## src/rtl/periodic_timer_ctrl_pkg.sv

```systemverilog
// Shared definitions for the periodic timer controller: FSM state encodings.
package periodic_timer_ctrl_pkg;
    localparam logic [1:0] ST_IDLE = 2'd0;
    localparam logic [1:0] ST_LOAD = 2'd1;
    localparam logic [1:0] ST_RUN  = 2'd2;

    typedef enum logic [1:0] {
        IDLE = ST_IDLE,
        LOAD = ST_LOAD,
        RUN  = ST_RUN
    } state_t;
endpackage

```

## src/rtl/periodic_timer_ctrl_if.sv

```systemverilog
// Control/status bundle between the register block (master) and the timer (slave).
interface periodic_timer_ctrl_if #(
    parameter int BITS          = 16,
    parameter int PRESCALE_BITS = 8
);
    logic [BITS-1:0]          cfg_period;
    logic [PRESCALE_BITS-1:0] cfg_prescale;
    logic                     cfg_oneshot;
    logic                     start;
    logic                     stop;
    logic                     irq_ack;
    logic                     busy;
    logic                     tick;
    logic                     irq;
    logic [BITS-1:0]          remaining;

    modport master (
        output cfg_period, cfg_prescale, cfg_oneshot, start, stop, irq_ack,
        input  busy, tick, irq, remaining
    );

    modport slave (
        input  cfg_period, cfg_prescale, cfg_oneshot, start, stop, irq_ack,
        output busy, tick, irq, remaining
    );
endinterface

```

## src/rtl/periodic_timer_ctrl_binary_upcounter.sv

```systemverilog
// Loadable binary up-counter; ovf flags the all-ones value (next increment wraps).
module binary_upcounter #(
    parameter int BITS = 16
) (
    input  logic            clk,
    input  logic            rst,
    input  logic            load,
    input  logic            ena,
    input  logic [BITS-1:0] value,
    output logic [BITS-1:0] count,
    output logic            ovf
);
    always_ff @(posedge clk or negedge rst) begin
        if (!rst)
            count <= '0;
        else if (load)
            count <= value;
        else if (ena)
            count <= count + 1'b1;
    end

    assign ovf = &count;
endmodule

```

## src/rtl/periodic_timer_ctrl.sv

```systemverilog
// Timer controller: sequences a prescaler and a period counter, emits tick and sticky irq.
module periodic_timer_ctrl
    import periodic_timer_ctrl_pkg::*;
#(
    parameter int BITS          = 16,
    parameter int PRESCALE_BITS = 8
) (
    input  logic                  clk,
    input  logic                  rst,
    periodic_timer_ctrl_if.slave  bus
);
    state_t                   state, state_nxt;
    logic [BITS-1:0]          period_sh;
    logic [PRESCALE_BITS-1:0] prescale_sh;
    logic                     oneshot_sh;
    logic [PRESCALE_BITS-1:0] presc_cnt;
    logic [BITS-1:0]          period_cnt;
    logic                     presc_ovf, period_ovf;
    logic                     presc_load, presc_ena, period_load, period_ena;
    logic                     start_ok, run_go, terminal;
    logic                     tick_q, irq_q;

    // stop beats start beats terminal: counting only advances on an undisturbed RUN cycle
    assign start_ok = bus.start & ~bus.stop;
    assign run_go   = (state == RUN) & ~bus.start & ~bus.stop;
    assign terminal = run_go & presc_ovf & period_ovf;

    assign presc_load  = (state == LOAD) | (run_go & presc_ovf);
    assign presc_ena   = run_go;
    assign period_load = (state == LOAD) | (terminal & ~oneshot_sh);
    // one-shot expiry freezes the period counter so remaining holds 0 in IDLE
    assign period_ena  = run_go & presc_ovf & ~(period_ovf & oneshot_sh);

    binary_upcounter #(.BITS(PRESCALE_BITS)) u_presc (
        .clk   (clk),
        .rst   (rst),
        .load  (presc_load),
        .ena   (presc_ena),
        .value (~prescale_sh),
        .count (presc_cnt),
        .ovf   (presc_ovf)
    );

    binary_upcounter #(.BITS(BITS)) u_period (
        .clk   (clk),
        .rst   (rst),
        .load  (period_load),
        .ena   (period_ena),
        .value (~period_sh),
        .count (period_cnt),
        .ovf   (period_ovf)
    );

    always_comb begin
        state_nxt = state;
        case (state)
            IDLE: if (start_ok) state_nxt = LOAD;
            LOAD: begin
                if (bus.stop)        state_nxt = IDLE;
                else if (!bus.start) state_nxt = RUN;
            end
            RUN: begin
                if (bus.stop)                    state_nxt = IDLE;
                else if (bus.start)              state_nxt = LOAD;
                else if (terminal && oneshot_sh) state_nxt = IDLE;
            end
            default: state_nxt = IDLE;
        endcase
    end

    always_ff @(posedge clk or negedge rst) begin
        if (!rst) begin
            state       <= IDLE;
            period_sh   <= '0;
            prescale_sh <= '0;
            oneshot_sh  <= 1'b0;
            tick_q      <= 1'b0;
            irq_q       <= 1'b0;
        end else begin
            state  <= state_nxt;
            tick_q <= terminal;
            irq_q  <= tick_q | (irq_q & ~bus.irq_ack);
            if (start_ok) begin
                period_sh   <= bus.cfg_period;
                prescale_sh <= bus.cfg_prescale;
                oneshot_sh  <= bus.cfg_oneshot;
            end
        end
    end

    assign bus.busy      = (state != IDLE);
    assign bus.tick      = tick_q;
    assign bus.irq       = irq_q;
    assign bus.remaining = ~period_cnt;
endmodule

```

## src/flat_wrapper.sv

```systemverilog
// flat-port wrapper written by rule: the top's interface ports become plain ports
module periodic_timer_ctrl_flat import periodic_timer_ctrl_pkg::*;
#(
    parameter int BITS          = 16,
    parameter int PRESCALE_BITS = 8
)
  (clk, rst, bus_cfg_period, bus_cfg_prescale, bus_cfg_oneshot, bus_start, bus_stop, bus_irq_ack, bus_busy, bus_tick, bus_irq, bus_remaining);
  periodic_timer_ctrl_if #(.BITS(BITS), .PRESCALE_BITS(PRESCALE_BITS)) bus_i ();
  input  logic clk;
  input  logic rst;
  input wire logic [$bits(bus_i.cfg_period)-1:0] bus_cfg_period;
  input wire logic [$bits(bus_i.cfg_prescale)-1:0] bus_cfg_prescale;
  input wire logic [$bits(bus_i.cfg_oneshot)-1:0] bus_cfg_oneshot;
  input wire logic [$bits(bus_i.start)-1:0] bus_start;
  input wire logic [$bits(bus_i.stop)-1:0] bus_stop;
  input wire logic [$bits(bus_i.irq_ack)-1:0] bus_irq_ack;
  output wire logic [$bits(bus_i.busy)-1:0] bus_busy;
  output wire logic [$bits(bus_i.tick)-1:0] bus_tick;
  output wire logic [$bits(bus_i.irq)-1:0] bus_irq;
  output wire logic [$bits(bus_i.remaining)-1:0] bus_remaining;
  assign bus_i.cfg_period = bus_cfg_period;
  assign bus_i.cfg_prescale = bus_cfg_prescale;
  assign bus_i.cfg_oneshot = bus_cfg_oneshot;
  assign bus_i.start = bus_start;
  assign bus_i.stop = bus_stop;
  assign bus_i.irq_ack = bus_irq_ack;
  assign bus_busy = bus_i.busy;
  assign bus_tick = bus_i.tick;
  assign bus_irq = bus_i.irq;
  assign bus_remaining = bus_i.remaining;
  periodic_timer_ctrl #(.BITS(BITS), .PRESCALE_BITS(PRESCALE_BITS)) u_core (.clk(clk), .rst(rst), .bus(bus_i));
endmodule
```

## config.mk

```make
export PLATFORM = sky130hd
export DESIGN_NAME = periodic_timer_ctrl_flat
export DESIGN_NICKNAME = d
export VERILOG_FILES = /design/src/rtl/periodic_timer_ctrl_pkg.sv /design/src/rtl/periodic_timer_ctrl_if.sv /design/src/rtl/periodic_timer_ctrl_binary_upcounter.sv /design/src/rtl/periodic_timer_ctrl.sv /design/src/flat_wrapper.sv
export SDC_FILE = /design/constraint.sdc
export NUM_CORES = 1
export LEC_CHECK = 0
export BUFFER_PORTS_ARGS = -buffer_cell sky130_fd_sc_hd__clkbuf_2
export CAP_MARGIN = 5
export CORE_MARGIN = 2
export CORE_UTILIZATION = 50
export CTS_CLUSTER_SIZE = 12
export DETAILED_ROUTE_END_ITERATION = 16
export GPL_TIMING_DRIVEN = 0
export HOLD_SLACK_MARGIN = 0.05
export MAX_ROUTING_LAYER = met4
export PLACE_DENSITY = 0.71
export SETUP_SLACK_MARGIN = 0.1
export SYNTH_ARGS = -nofsm -noshare
export SYNTH_HDL_FRONTEND = slang
export SYNTH_SLANG_ARGS = --single-unit
```

## constraint.sdc

```tcl
create_clock -name clk -period 3.25 [get_ports clk]
set_input_delay 0.1625 -clock clk [delete_from_list [all_inputs] [get_ports clk]]
set_output_delay 0.1625 -clock clk [all_outputs]
set_load 0.05 [all_outputs]
```

==> results.sh <==
export IMPL_clock_sinks=53
export IMPL_yosysWarnings=0
export IMPL_wl_per_cell_um=15.6
export IMPL_grt_pass1_vias=2092
export IMPL_worstPathCellList="ha_1, nand3_1, nor4_4, a31oi_4, nor2_1, buf_2, a21oi_1, a21oi_1"
export IMPL_grt_pass1_wl_mm=10.3
export IMPL_drtPass1Iterations=4
export IMPL_cts_tree="built"
export IMPL_finalClockSkew_ps=5.88
export IMPL_grt_usage_pct=22.2
export IMPL_finalMaxSlewViolations=0
export IMPL_period_share_pct=82.0
export IMPL_setup_violations=0
export IMPL_outcome="complete, no violations"
export IMPL_synth_ff_type="dfrtp_1"
export IMPL_cellPowerDensity_nw_per_um2=652
export IMPL_p_leak_uw=0.00143
export IMPL_maxCapViolCount=0
export IMPL_h_tree_depth=2
export IMPL_die_width_um=77.8
export IMPL_place_area_sq_um=3070
export IMPL_viasPerCell=5.78
export IMPL_cpPeakStageDelay_ps=490
export IMPL_syn2layout_area_growth_pct=16.3
export IMPL_path_class="reg2reg"
export IMPL_drive_above_1_share_pct=27.9
export IMPL_ir_drop_mv=0.346
export IMPL_synthMuxAreaShare_pct=9.89
export IMPL_io_pins=49
export IMPL_nFillCells=462
export IMPL_syn_inst=273
export IMPL_cts_path_max_buffers=2
export IMPL_synth_area_sq_um=2720
export IMPL_finalCriticalPeriod_ps=2660
export IMPL_coreArea_sq_um=5170
export IMPL_async_flop_share_pct=100
export IMPL_slew_headroom_pct=56.5
export IMPL_worstSetupStartpointType="register"
export IMPL_synth_seq_area_share_pct=48.8
export IMPL_cp_common_cell="a21oi_1"
export IMPL_required_ps=3480
export IMPL_die_h_um=77.8
export IMPL_critPathMaxFanout=10
export IMPL_synth_top_family_by_area="compound AO/OA/AOI/OAI gates"
export IMPL_clk_pin_slew_ps=90
export IMPL_worstMarginPinSlew_ps=652
export IMPL_synthesis_nets=305
export IMPL_synth_xor_area_share_pct=0
export IMPL_start_util_pct=52.6
export IMPL_antenna_cells=0
export IMPL_postLayoutCoreUtil_pct=61.2
export IMPL_global_route_overflow_total=0
export IMPL_power_uw=2060
export IMPL_syn_area_per_cell_sq_um=9.96
export IMPL_design_area_sq_um=3160
export IMPL_postRouteAntennaNets=0
export IMPL_cp_end_kind="register"
export IMPL_port_buffers=48
export IMPL_synth_compound_area_share_pct=18.5
export IMPL_rows=26
export IMPL_synth_seq_cells=53
export IMPL_ys_types=51
export IMPL_grt_max_degree=35
export IMPL_hold_path_class="in2reg"
export IMPL_rsz0062_at_grt="no"
export IMPL_max_freq_ghz=0.375
export IMPL_hold_violations=0
export IMPL_cts_root_buf="clkbuf_8"
export IMPL_gp_congestion=0.892
export IMPL_dieArea_sq_um=6050
export IMPL_yosys_area_share_simple_pct=16.9
export IMPL_layout_common_cells="dfrtp_1 (53), clkbuf_2 (48), a21oi_1 (29)"
export IMPL_whs_ps=55.8
export IMPL_routed_wl_mm=6.23
export IMPL_cts_resized_gates=0
export IMPL_cts_buffers_inserted=5
export IMPL_antenna_found_initial=0
export IMPL_vias=2311
export IMPL_hpwl_mm=4.65
export IMPL_synth_edf_count=0
export IMPL_slowest_stage="nor4_4"
export IMPL_synthAdderAreaFrac_pct=0.920
export IMPL_final_nets=362
export IMPL_clk_latency_ps=310
export IMPL_cts_hold_buf=1
export IMPL_drc=0
export IMPL_post_cts_setup_buffers=0
export IMPL_final_common_cell="dfrtp_1"
export IMPL_setup_tns_ps=0
export IMPL_crit_arrival_ps=2900
export IMPL_drt_iter0_drc=150
[metrics by stage]
stage	setup slack, ps	std cells
after floorplan	1070	273
after global placement	688	391
after detailed placement	704	392
after CTS	662	400
after global routing	436	400
final	585	400
[synth_stat cells (all sizes together) (2+ instances only)]
library cell,count,share of area (%)
inv,20,2.8
mux2,23,9.5
dfrtp,53,49
nor4,4,1.5
o22a,5,1.6
o22ai,2,0.46
buf,7,1.5
nand3,13,2.4
nand4,4,0.92
and3,5,1.1
a22o,3,0.97
or3,3,0.87
a21oi,29,5.3
and4,2,0.64
nor2b,2,0.46
nor2,13,1.8
o21ai,17,3.1
and2,2,0.46
a2bb2oi,3,0.97
clkbuf,6,0.83
nand2,20,2.8
a31oi,4,1.5
a211oi,4,1.3
nor3,8,1.9
or2,2,0.46
ha,2,0.92
o31ai,3,0.83
[power by group]
group / internal (uW) / switching [uW] / leakage, uW
Clock: 149 / 215 / 0.0000402
Sequential: 805 / 140 / 0.000619
Combinational: 236 / 517 / 0.000770
Total: 1190 / 872 / 0.00143
[cell families (layout without fill, tap and decap cells)]
| logic type | Yosys count | after routing |
|---|---|---|
| muxes | 24 | 24 |
| buffers and inverters | 33 | 90 |
| AOI/OAI and AO/OA | 78 | 78 |
| and+or+nand+nor | 83 | 83 |
| DFF | 53 | 53 |
| adders and majority gates | 2 | 2 |
[registers in the layout, summed over array words and instances, names as in the netlist]
| signal | count |
|---|---|
| u_core.bus.irq | 1 |
| u_core.bus.tick | 1 |
| u_core.u_period.count | 16 |
| u_core.period_sh | 16 |
| u_core.prescale_sh | 8 |
| u_core.u_presc.count | 8 |
| u_core.state | 2 |
| u_core.oneshot_sh | 1 |
[layout make-up]
| class | count | area, sq um | share of cell area (%) |
|---|---|---|---|
| clock buffer | 5 | 68.8 | 2.18 |
| multi-input combinational | 187 | 1260 | 39.7 |
| tap | 70 | 87.6 | 2.77 |
| clock inverter | 2 | 16.3 | 0.514 |
| inverter | 20 | 75.1 | 2.37 |
| sequential | 53 | 1330 | 41.9 |
| timing repair buffer | 50 | 270 | 8.54 |
| buffer | 13 | 62.6 | 1.98 |
[layer usage]
metal / wire [um] / track usage (%) / vias to the layer above
met3: 339 / 3.49 / 9
met5: 0 / - / -
met4: 67 / 6.07 / 0
li1: - / - / 1105
met2: 2720 / 31.0 / 82
met1: 3100 / 33.5 / 1115
[worst paths after layout]
| check | start | end | slack, ps | cells after the start |
|---|---|---|---|---|
| worst max-delay path | u_core.u_period.count[0]$_DFFE_PN0P_ | u_core.u_period.count[5]$_DFFE_PN0P_ | 590 | 8 |
| worst min-delay path | bus_cfg_period[0] | u_core.period_sh[0]$_DFFE_PN0P_ | 60 | 3 |
| worst max register to register | u_core.u_period.count[0]$_DFFE_PN0P_ | u_core.u_period.count[5]$_DFFE_PN0P_ | 590 | 8 |
| worst min register to register | u_core.prescale_sh[0]$_DFFE_PN0P_ | u_core.u_presc.count[0]$_DFFE_PN0P_ | 450 | 1 |
| max in group asynchronous | rst | u_core.period_sh[13]$_DFFE_PN0P_ | 2340 | 3 |
| min in group asynchronous | rst | u_core.bus.irq$_DFF_PN0_ | 360 | 2 |
[critical path: cells and delay by family, from the launching register on]
kind	cells	cell delay (ps)
buffers and inverters	1	330
AOI/OAI and AO/OA	3	360
DFF	1	460
adders and majority gates	1	230
and+or+nand+nor	3	1190
Power figures use the tool's default switching activity.
